<file path="src/rtl/normalizer_pkg.sv">
// Shared types and defaults for the iterative left-normalizer.
// Imported by seq_normalizer.
package normalizer_pkg;

  localparam int NORM_WIDTH = 8;

  typedef enum logic [1:0] {
    IDLE,
    SHIFT,
    DONE
  } norm_state_t;

endpackage

</file>
<file path="src/rtl/seq_normalizer.sv">
// Iterative left-normalizer: shifts one bit per cycle until the
// leading one reaches the MSB, reporting how far it moved.
module seq_normalizer
  import normalizer_pkg::*;
#(
  parameter int WIDTH = NORM_WIDTH
) (
  input  logic                     clk,
  input  logic                     rst,
  input  logic                     in_valid,
  output logic                     in_ready,
  input  logic [WIDTH-1:0]         data_in,
  output logic                     out_valid,
  input  logic                     out_ready,
  output logic [WIDTH-1:0]         data_out,
  output logic [$clog2(WIDTH)-1:0] shift_amount,
  output logic                     zero_flag
);

  localparam int CW = $clog2(WIDTH);

  norm_state_t      state;
  logic [WIDTH-1:0] work;
  logic [CW-1:0]    count;
  logic             zero;

  always_ff @(posedge clk) begin
    if (rst) begin
      state <= IDLE;
      work  <= '0;
      count <= '0;
      zero  <= 1'b0;
    end else begin
      case (state)
        IDLE: begin
          if (in_valid) begin
            work  <= data_in;
            count <= '0;
            if (data_in == '0) begin
              zero  <= 1'b1;
              state <= DONE;
            end else begin
              zero  <= 1'b0;
              state <= SHIFT;
            end
          end
        end
        SHIFT: begin
          // Nonzero input guarantees a one reaches the MSB
          // within WIDTH-1 shifts, so count never wraps.
          if (work[WIDTH-1]) begin
            state <= DONE;
          end else begin
            work  <= work << 1;
            count <= count + 1'b1;
          end
        end
        DONE: begin
          if (out_ready) state <= IDLE;
        end
        default: state <= IDLE;
      endcase
    end
  end

  assign in_ready     = (state == IDLE) && !rst;
  assign out_valid    = (state == DONE);
  assign data_out     = work;
  assign shift_amount = count;
  assign zero_flag    = zero;

endmodule

</file>
<file path="config.mk">
export PLATFORM = sky130hd
export DESIGN_NAME = seq_normalizer
export DESIGN_NICKNAME = d
export VERILOG_FILES = /design/src/rtl/normalizer_pkg.sv /design/src/rtl/seq_normalizer.sv
export SDC_FILE = /design/constraint.sdc
export NUM_CORES = 1
export LEC_CHECK = 0
export BUFFER_PORTS_ARGS = -buffer_cell sky130_fd_sc_hd__buf_4
export CAP_MARGIN = 25
export CORE_MARGIN = 8
export CORE_UTILIZATION = 45
export CTS_BUF_LIST = sky130_fd_sc_hd__clkbuf_8
export CTS_CLUSTER_DIAMETER = 80
export DETAILED_ROUTE_END_ITERATION = 8
export PLACE_DENSITY_LB_ADDON = 0.08
export SYNTH_ARGS = -nofsm -noshare
export SYNTH_HDL_FRONTEND = slang
export SYNTH_SLANG_ARGS = --single-unit
</file>
<file path="constraint.sdc">
create_clock -name clk -period 3.89 [get_ports clk]
set_input_delay 0.778 -clock clk [delete_from_list [all_inputs] [get_ports clk]]
set_output_delay 0.778 -clock clk [all_outputs]
set_load 0.02 [all_outputs]
</file>
==> results of run 1 <==
==> per-stage QoR <==
stage / cell area, um^2 / hold slack, ns / cells / worst slack [ns]
6_report: 976 / 0.467 / 117 / 1.81
5_1_grt: 976 / 0.492 / 117 / 1.76
4_1_cts: 976 / 0.470 / 117 / 1.79
3_5_place_dp: 921 / 0.462 / 113 / 1.80
3_3_place_gp: 921 / 0.463 / 113 / 1.85
2_1_floorplan: 746 / 0.534 / 77 / 1.69
==> synth_stat cells (all sizes together) <==
cell     count
o221a        1
and4bb       1
buf          4
nand3        8
clkbuf       1
nand2        2
or3b         2
a22oi        5
nor4         2
xnor2        2
nor3b        2
nor2         3
nand3b       2
ha           1
inv          2
nand2b       1
a31oi        1
nor4bb       1
o21a         1
nor3         4
nor2b        3
a21o         1
a211oi       1
a2111oi      1
dfxtp       14
a21oi       11
==> logic make-up (layout without fill, tap and decap cells) <==
group	Yosys count	after routing
fa+ha+maj	1	1
buf+inv	7	31
simple gates	31	31
compound gates	22	22
flops	14	14
xor+xnor	2	2
==> report_power, final <==
group          switching [uW]  internal [uW]  leakage, uW
Clock                    53.2           89.8    0.0000288
Sequential               17.9            154     0.000115
Combinational            50.5           44.6     0.000242
Total                     122            289     0.000386
==> path summary, 6_finish.rpt <==
| path | endpoint | slack [ns] |
|---|---|---|
| setup reg to reg | shift_amount[1]$_SDFFE_PP0P_ | 2.31 |
| hold reg to reg | zero_flag$_SDFFE_PP0P_ | 0.47 |
| setup / recovery | in_ready | 1.81 |
| hold / removal | zero_flag$_SDFFE_PP0P_ | 0.47 |
==> per-layer routing <==
metal | vias up | track usage | part of all wire
met4 | 0 | 0.0515 | 0.020
met5 | - | 0 | 0
met3 | 4 | 0.0629 | 0.075
met1 | 327 | 0.142 | 0.44
met2 | 21 | 0.176 | 0.47
li1 | 334 | - | -
==> layout make-up <==
cell class,count,area (um^2)
fillers,135,548
multi-input cells,56,425
flip-flops and latches,14,280
repair buffers,25,188
clock buffers,4,55.1
well taps,16,20.0
inverters,2,7.51
==> worst max-delay path, stage by stage <==
cell and delay (ns):
buf_4 0.17, nor3_1 0.18, buf_4 0.18
==> sequential cells by signal, indices dropped and copies added, names as in the netlist <==
name / cells
shift_amount: 3
state: 2
zero_flag: 1
data_out: 8
==> reports/results.txt, run 1 <==
status: complete, no violations
clock buffer count from CTS: 3
CP Launch Type: primary input
Vias per Instance: 5.86
XOR/XNOR Fraction of Synth Area: 0.0235
ANT cells: 0
largest family of logic cells by synthesized area: simple AND/OR/NAND/NOR gates
crit path DAT: 1.31 ns
Design Power: 410 uW
TritonCTS clock tree: done
fraction of layout cells with a size suffix above 1: 0.376
Initial Utilization: 0.489
commonest non-fill, non-tap cell in the layout: buf_4
cells after synthesis: 77
hold path startpoint: zero_flag$_SDFFE_PP0P_
GPL Wtd Cong: 0.666
CP max FO: 14
grt ovf: 0
most frequent cells in the layout: buf_4 (25), dfxtp_1 (14), a21oi_1 (10), nand3_1 (8), a22oi_1 (5)
Post-Route Setup TNS: 0 ns
Min-Delay Path Depth: 2
post-layout min period: 2.08 ns
power per cell area: 420 nW/um^2
Total Routed Length: 1860 um
Yosys Warn Count: 0
Req. time, crit path: 3.11 ns
clk_lat worst skew: 0.25 ns
# clock sinks: 14
Max-Cap Viols: 0
final hold vios: 0
# IOs: 26
Core Rows: 14
post_cts resized: 0
Routed WL per cell: 15.9 um
final setup violation count: 0
CTS clk-pin slew, worst paths: 0.05 ns
Rel. slew slack: 0.632
VDD IR max: 0.308 mV
Seq cells post-synth: 14
DRT iter0 DRCs: 13
sequential fraction of the synthesis area: 0.376
first-pass GRT wire length: 3150 um
worst flop-to-flop path startpoint: state[0]$_SDFFE_PP0P_
Hold Buf Count CTS: 0
adder-cell share of the synthesized area: 0.0168
Slew Limit Fails: 0
# DRC: 0
H-tree levels: 1
Net Count, Synth: 90
# port buffers: 25
post-layout util: 0.640
hpwl dp: 1380 um
area grow syn2layout: 30.9%
gr usage total: 0.120
Cell Area, Synth: 746 um^2
Setup Fix Bufs, Post-CTS: 0
Worst setup EP type: output pin
syn_area_per_cell: 9.68 um^2
top cell type's share of synthesized area: 0.376
Core ar.: 1520 um^2
vias in the first global route: 689
post-route ant nets: 0
mux share of post-synthesis cell area: 0
Leak: 0.000386 uW
Reg2Reg Depth: 3
worst-margin pin slew: 0.551 ns
1st-pass router iterations: 4
largest cells by area after synthesis: dfxtp_1 (38%), a21oi_1 (6.7%), nor4_4 (5.7%)
crit path kind: primary input to output pin
RSZ-0062 raised after global routing: no
simple-gate share of the synthesized area: 0.327
clk_skew: 0.00383 ns
Final nets: 115
Tcrit/Tclk final: 0.536
antenna violations before repair: 0
die height: 56.7 um
clk buf depth: 2
Yosys cell types: 30
Hold WC Path Type: register to register
CTS root buffer: clkbuf_8
area leader, netlist: dfxtp_1
FMAX: 480 MHz
compound-cell area share of the yosys netlist: 0.203
vias post-DR: 686
largest net degree at the start of global routing: 16
Worst Setup SP: rst
total die area: 3220 um^2
Die Span X: 56.7 um
Power figures use the tool's default switching activity.
==> run 2, diff against run 1 <==
clock period = 1.9 ns   (was 3.89 ns; I/O delays follow)
==> reports/results.txt, run 2 (synthesized netlist as in run 1, its figures left out) <==
Final nets: 115 (unchanged)
die height: 56.7 um (unchanged)
Routed WL per cell: 16.0 um (+0.75%)
Hold WC Path Type: primary input to register
TritonCTS clock tree: done
Total Routed Length: 1860 um (-0.11%)
H-tree levels: 1 (unchanged)
status: complete, no violations
critical register-to-register path endpoint: shift_amount[1]$_SDFFE_PP0P_
VDD IR max: 0.395 mV (+28%)
crit path DAT: 1.24 ns (-0.07 ns)
clk_skew: 0.000751 ns (-0.00308 ns)
clock buffer count from CTS: 3 (unchanged)
GPL Wtd Cong: 0.765 (+15%)
crit path kind: register to output pin
Setup Fix Bufs, Post-CTS: 0 (unchanged)
FMAX: 619 MHz
# clock sinks: 14 (unchanged)
ANT cells: 0 (unchanged)
CTS clk-pin slew, worst paths: 0.05 ns (about the same)
vias in the first global route: 660 (-4.2%)
hpwl dp: 1340 um (-3.1%)
total die area: 3220 um^2 (unchanged)
Largest register FFs: 8 (unchanged)
area grow syn2layout: 29.0%
worst setup path endpoint: out_valid
Tcrit/Tclk final: 0.850
post-layout min period: 1.62 ns
Core ar.: 1520 um^2 (unchanged)
RSZ-0062 raised after global routing: no
post-route ant nets: 0 (unchanged)
DRT iter0 DRCs: 22 (+9)
Max-Cap Viols: 0 (unchanged)
# port buffers: 25 (unchanged)
# IOs: 26 (unchanged)
worst flop-to-flop path startpoint: state[0]$_SDFFE_PP0P_
most frequent cells in the layout: buf_4 (25), dfxtp_1 (14), a21oi_1 (10), nand3_1 (8), a22oi_1 (5)
CP max FO: 15 (+1)
CP Launch Type: register
Req. time, crit path: 1.52 ns (-1.59 ns)
Post-Route Setup TNS: 0 ns (unchanged)
final setup violation count: 0 (unchanged)
Design Power: 785 uW (+91%)
Worst Hold Margin: 0.414 ns (-0.0536 ns)
vias post-DR: 663 (-3.4%)
CTS root buffer: clkbuf_8
final hold vios: 0 (unchanged)
Slew Limit Fails: 0 (unchanged)
reg-to-reg slack, setup: 0.34 ns (-1.97 ns)
clk_lat worst skew: 0.24 ns (about the same)
1st-pass router iterations: 4 (unchanged)
Leak: 0.000378 uW (-1.9%)
gr usage total: 0.113 (-0.00757)
Die Span X: 56.7 um (unchanged)
first-pass GRT wire length: 3020 um (-3.9%)
grt ovf: 0 (unchanged)
Hold Buf Count CTS: 0 (unchanged)
Rel. slew slack: 0.647 (+0.0147)
commonest non-fill, non-tap cell in the layout: buf_4
Vias per Instance: 5.72 (-2.5%)
Worst Setup SP: state[1]$_SDFFE_PP0P_
hold path startpoint: data_in[0]
Initial Utilization: 0.489 (unchanged)
Reg2Reg Depth: 3 (unchanged)
Core Rows: 14 (unchanged)
clk buf depth: 2 (unchanged)
power per cell area: 816 nW/um^2 (+94%)
worst-margin pin slew: 0.529 ns (-0.0220 ns)
Worst setup EP type: output pin
fraction of layout cells with a size suffix above 1: 0.370 (-0.00624)
# DRC: 0 (unchanged)
post_cts resized: 0 (unchanged)
largest net degree at the start of global routing: 16 (unchanged)
antenna violations before repair: 0 (unchanged)
run 2: how the worst min path moves through the flow:
stage | endpoint | depth (start not counted)
after floorplan | state[1]$_SDFFE_PP0P_ | 1
after global placement | zero_flag$_SDFFE_PP0P_ | 2
after detailed placement | zero_flag$_SDFFE_PP0P_ | 2
after CTS | data_out[0]$_SDFFE_PP0P_ | 3
after global routing | data_out[0]$_SDFFE_PP0P_ | 3
final | data_out[0]$_SDFFE_PP0P_ | 3
run 2: power breakdown:
| part | internal (uW) | switching, uW | total (uW) |
|---|---|---|---|
| Sequential | 316 | 36.4 | 352 |
| Combinational | 91.8 | 104 | 196 |
| Clock | 140 | 96.8 | 237 |
| Total | 548 | 237 | 785 |
run 2: area by class of cell:
cell class / count / area (um^2)
multi-input combinational: 56 / 425
tap: 16 / 20.0
clock buffer: 3 / 41.3
timing repair buffer: 25 / 188
sequential: 14 / 280
fill: 136 / 562
inverter: 2 / 7.51
run 2: worst max-delay path: stages, from the launching register on:
cell     delay [ns]
dfxtp_1        0.65
nor2b_1        0.19
buf_4          0.15
run 2: through the flow:
step / setup slack (ns) / area, um^2 / utilization / instances
after floorplan: 0.491 / 746 / - / 77
after global placement: 0.421 / 921 / 0.604 / 113
after detailed placement: 0.376 / 921 / 0.604 / 113
after CTS: 0.269 / 962 / 0.631 / 116
after global routing: 0.188 / 962 / 0.631 / 116
final: 0.285 / 962 / 0.631 / 116
run 2: per-layer routing:
metal	routed length [um]	global-route usage	vias up
met1	860	0.148	306
met4	0	0.0412	0
met3	155	0.0449	0
met2	844	0.160	25
met5	0	0	-
li1	-	-	332
==> run 3, diff against run 2 <==
ABC_CLOCK_PERIOD_IN_PS = 1900   (was unset)
RECOVER_POWER = 100   (was unset)
==> reports/results.txt, run 3 (synthesized netlist as in run 1, its figures left out) <==
multi-input logic area: 409 um^2 (-3.8%)
CP delay by family, top: flip-flops
CP max FO: 15 (unchanged)
# DRC: 0 (unchanged)
Req. time, crit path: 1.52 ns (about the same)
hold path startpoint: data_in[0]
reg-to-reg slack, setup: 0.34 ns (about the same)
# port buffers: 25 (unchanged)
CTS root buffer: clkbuf_8
hpwl dp: 1340 um (unchanged)
worst path buffer plus inverter count: 1 (unchanged)
Largest register FFs: 8 (unchanged)
Reg2Reg Depth: 3 (unchanged)
CP cell instances: nor2b_1 -> clkbuf_1
largest net degree at the start of global routing: 16 (unchanged)
final setup margin: 0.225 ns (-0.0596 ns)
Leak: 0.000321 uW (-15%)
post-layout min period: 1.68 ns (+0.0596 ns)
Rel. slew slack: 0.629 (-0.0173)
Final nets: 115 (unchanged)
Core ar.: 1520 um^2 (unchanged)
Worst setup EP type: output pin
clk_lat worst skew: 0.24 ns (about the same)
Routed WL per cell: 16.0 um (-0.43%)
worst flop-to-flop path startpoint: state[0]$_SDFFE_PP0P_
Vias per Instance: 5.70 (-0.30%)
CTS clk-pin slew, worst paths: 0.06 ns (about the same)
die height: 56.7 um (unchanged)
FMAX: 597 MHz (-3.6%)
Min-Delay Path Depth: 3 (unchanged)
area grow syn2layout: 19.8%
crit path kind: register to output pin
CP Launch Type: register
vias in the first global route: 660 (unchanged)
Setup Fix Bufs, Post-CTS: 0 (unchanged)
grt ovf: 0 (unchanged)
# IOs: 26 (unchanged)
# clock sinks: 14 (unchanged)
vias post-DR: 661 (-0.30%)
clk_skew: 0.000680 ns (-0.0000710 ns)
post_cts resized: 0 (unchanged)
ANT cells: 0 (unchanged)
Hold WC Path Type: primary input to register
H-tree levels: 1 (unchanged)
Hold Buf Count CTS: 0 (unchanged)
Tcrit/Tclk final: 0.882 (+0.0314)
VDD IR max: 0.384 mV (-2.7%)
Total Routed Length: 1850 um (-0.43%)
power per cell area: 850 nW/um^2 (+4.2%)
Max-Cap Viols: 0 (unchanged)
slowest cell delay on critical path: 0.63 ns (-0.02 ns)
1st-pass router iterations: 4 (unchanged)
antenna violations before repair: 0 (unchanged)
pre-CTS setup slack: 0.376 ns (unchanged)
Die Span X: 56.7 um (unchanged)
final setup violation count: 0 (unchanged)
sink of the worst hold path: data_out[0]$_SDFFE_PP0P_
final hold vios: 0 (unchanged)
CP max-delay cell: dfxtp_1
Initial Utilization: 0.489 (unchanged)
TritonCTS clock tree: done
fraction of layout cells with a size suffix above 1: 0.210 (-0.160)
GPL Wtd Cong: 0.765 (unchanged)
first-pass GRT wire length: 3020 um (unchanged)
critical register-to-register path endpoint: data_out[3]$_SDFFE_PP0P_
worst-margin pin slew: 0.553 ns (+0.0242 ns)
status: complete, no violations
Slew Limit Fails: 0 (unchanged)
post-layout util: 0.586 (-0.0452)
gr usage total: 0.113 (unchanged)
RSZ-0062 raised after global routing: no
Core Rows: 14 (unchanged)
Post-Route Setup TNS: 0 ns (unchanged)
crit path DAT: 1.30 ns (+0.06 ns)
DRT iter0 DRCs: 22 (unchanged)
Reg area: 280 um^2 (unchanged)
clk buf depth: 2 (unchanged)
most frequent cells in the layout: dfxtp_1 (14), clkbuf_1 (14), a21oi_1 (11), buf_4 (11), nand3_1 (8)
total die area: 3220 um^2 (unchanged)
clock buffer count from CTS: 3 (unchanged)
FILL cells: 157 (+15%)
post-route ant nets: 0 (unchanged)
-- run 3: stage by stage --
step | cell area (um^2) | power [uW] | hold slack, ns | cells
finish | 893 | 759 | 0.411 | 116
global route | 893 | 801 | 0.424 | 116
CTS | 962 | 794 | 0.408 | 116
detailed placement | 921 | 553 | 0.456 | 113
global placement | 921 | 552 | 0.450 | 113
floorplan | 746 | 479 | 0.449 | 77
-- run 3: worst max path at each step --
stage                                     start                      endpoint  slack [ns]  cells after the start
after CTS                 state[1]$_SDFFE_PP0P_                     out_valid        0.27                      2
after global routing      state[1]$_SDFFE_PP0P_                     out_valid        0.13                      2
final                     state[1]$_SDFFE_PP0P_                     out_valid        0.22                      2
after detailed placement  state[0]$_SDFFE_PP0P_  shift_amount[1]$_SDFFE_PP0P_        0.38                      3
after floorplan           state[0]$_SDFFE_PP0P_                      in_ready        0.49                      2
after global placement    state[0]$_SDFFE_PP0P_  shift_amount[1]$_SDFFE_PP0P_        0.42                      3
-- run 3: area by class of cell --
type	instances	area share
multi-input cells	56	0.458
clock buffers	3	0.0462
inverters	2	0.00840
well taps	16	0.0224
repair buffers	25	0.151
flip-flops and latches	14	0.314
-- run 3: power by group --
| group | total, uW | internal, uW | leakage [uW] | switching [uW] |
|---|---|---|---|---|
| Sequential | 350 | 316 | 0.000115 | 33.5 |
| Clock | 238 | 140 | 0.0000216 | 98.0 |
| Combinational | 172 | 70.8 | 0.000184 | 101 |
| Total | 759 | 527 | 0.000321 | 232 |
-- run 3: worst min-delay path: stages --
cell and delay (ns):
buf_4 0.12, nand2_1 0.05, a21oi_1 0.05
-- run 3: layer usage --
layer	global-route usage	routed length (um)
met1	0.148	835
met2	0.160	845
met3	0.0449	163
met4	0.0412	6
met5	0	0
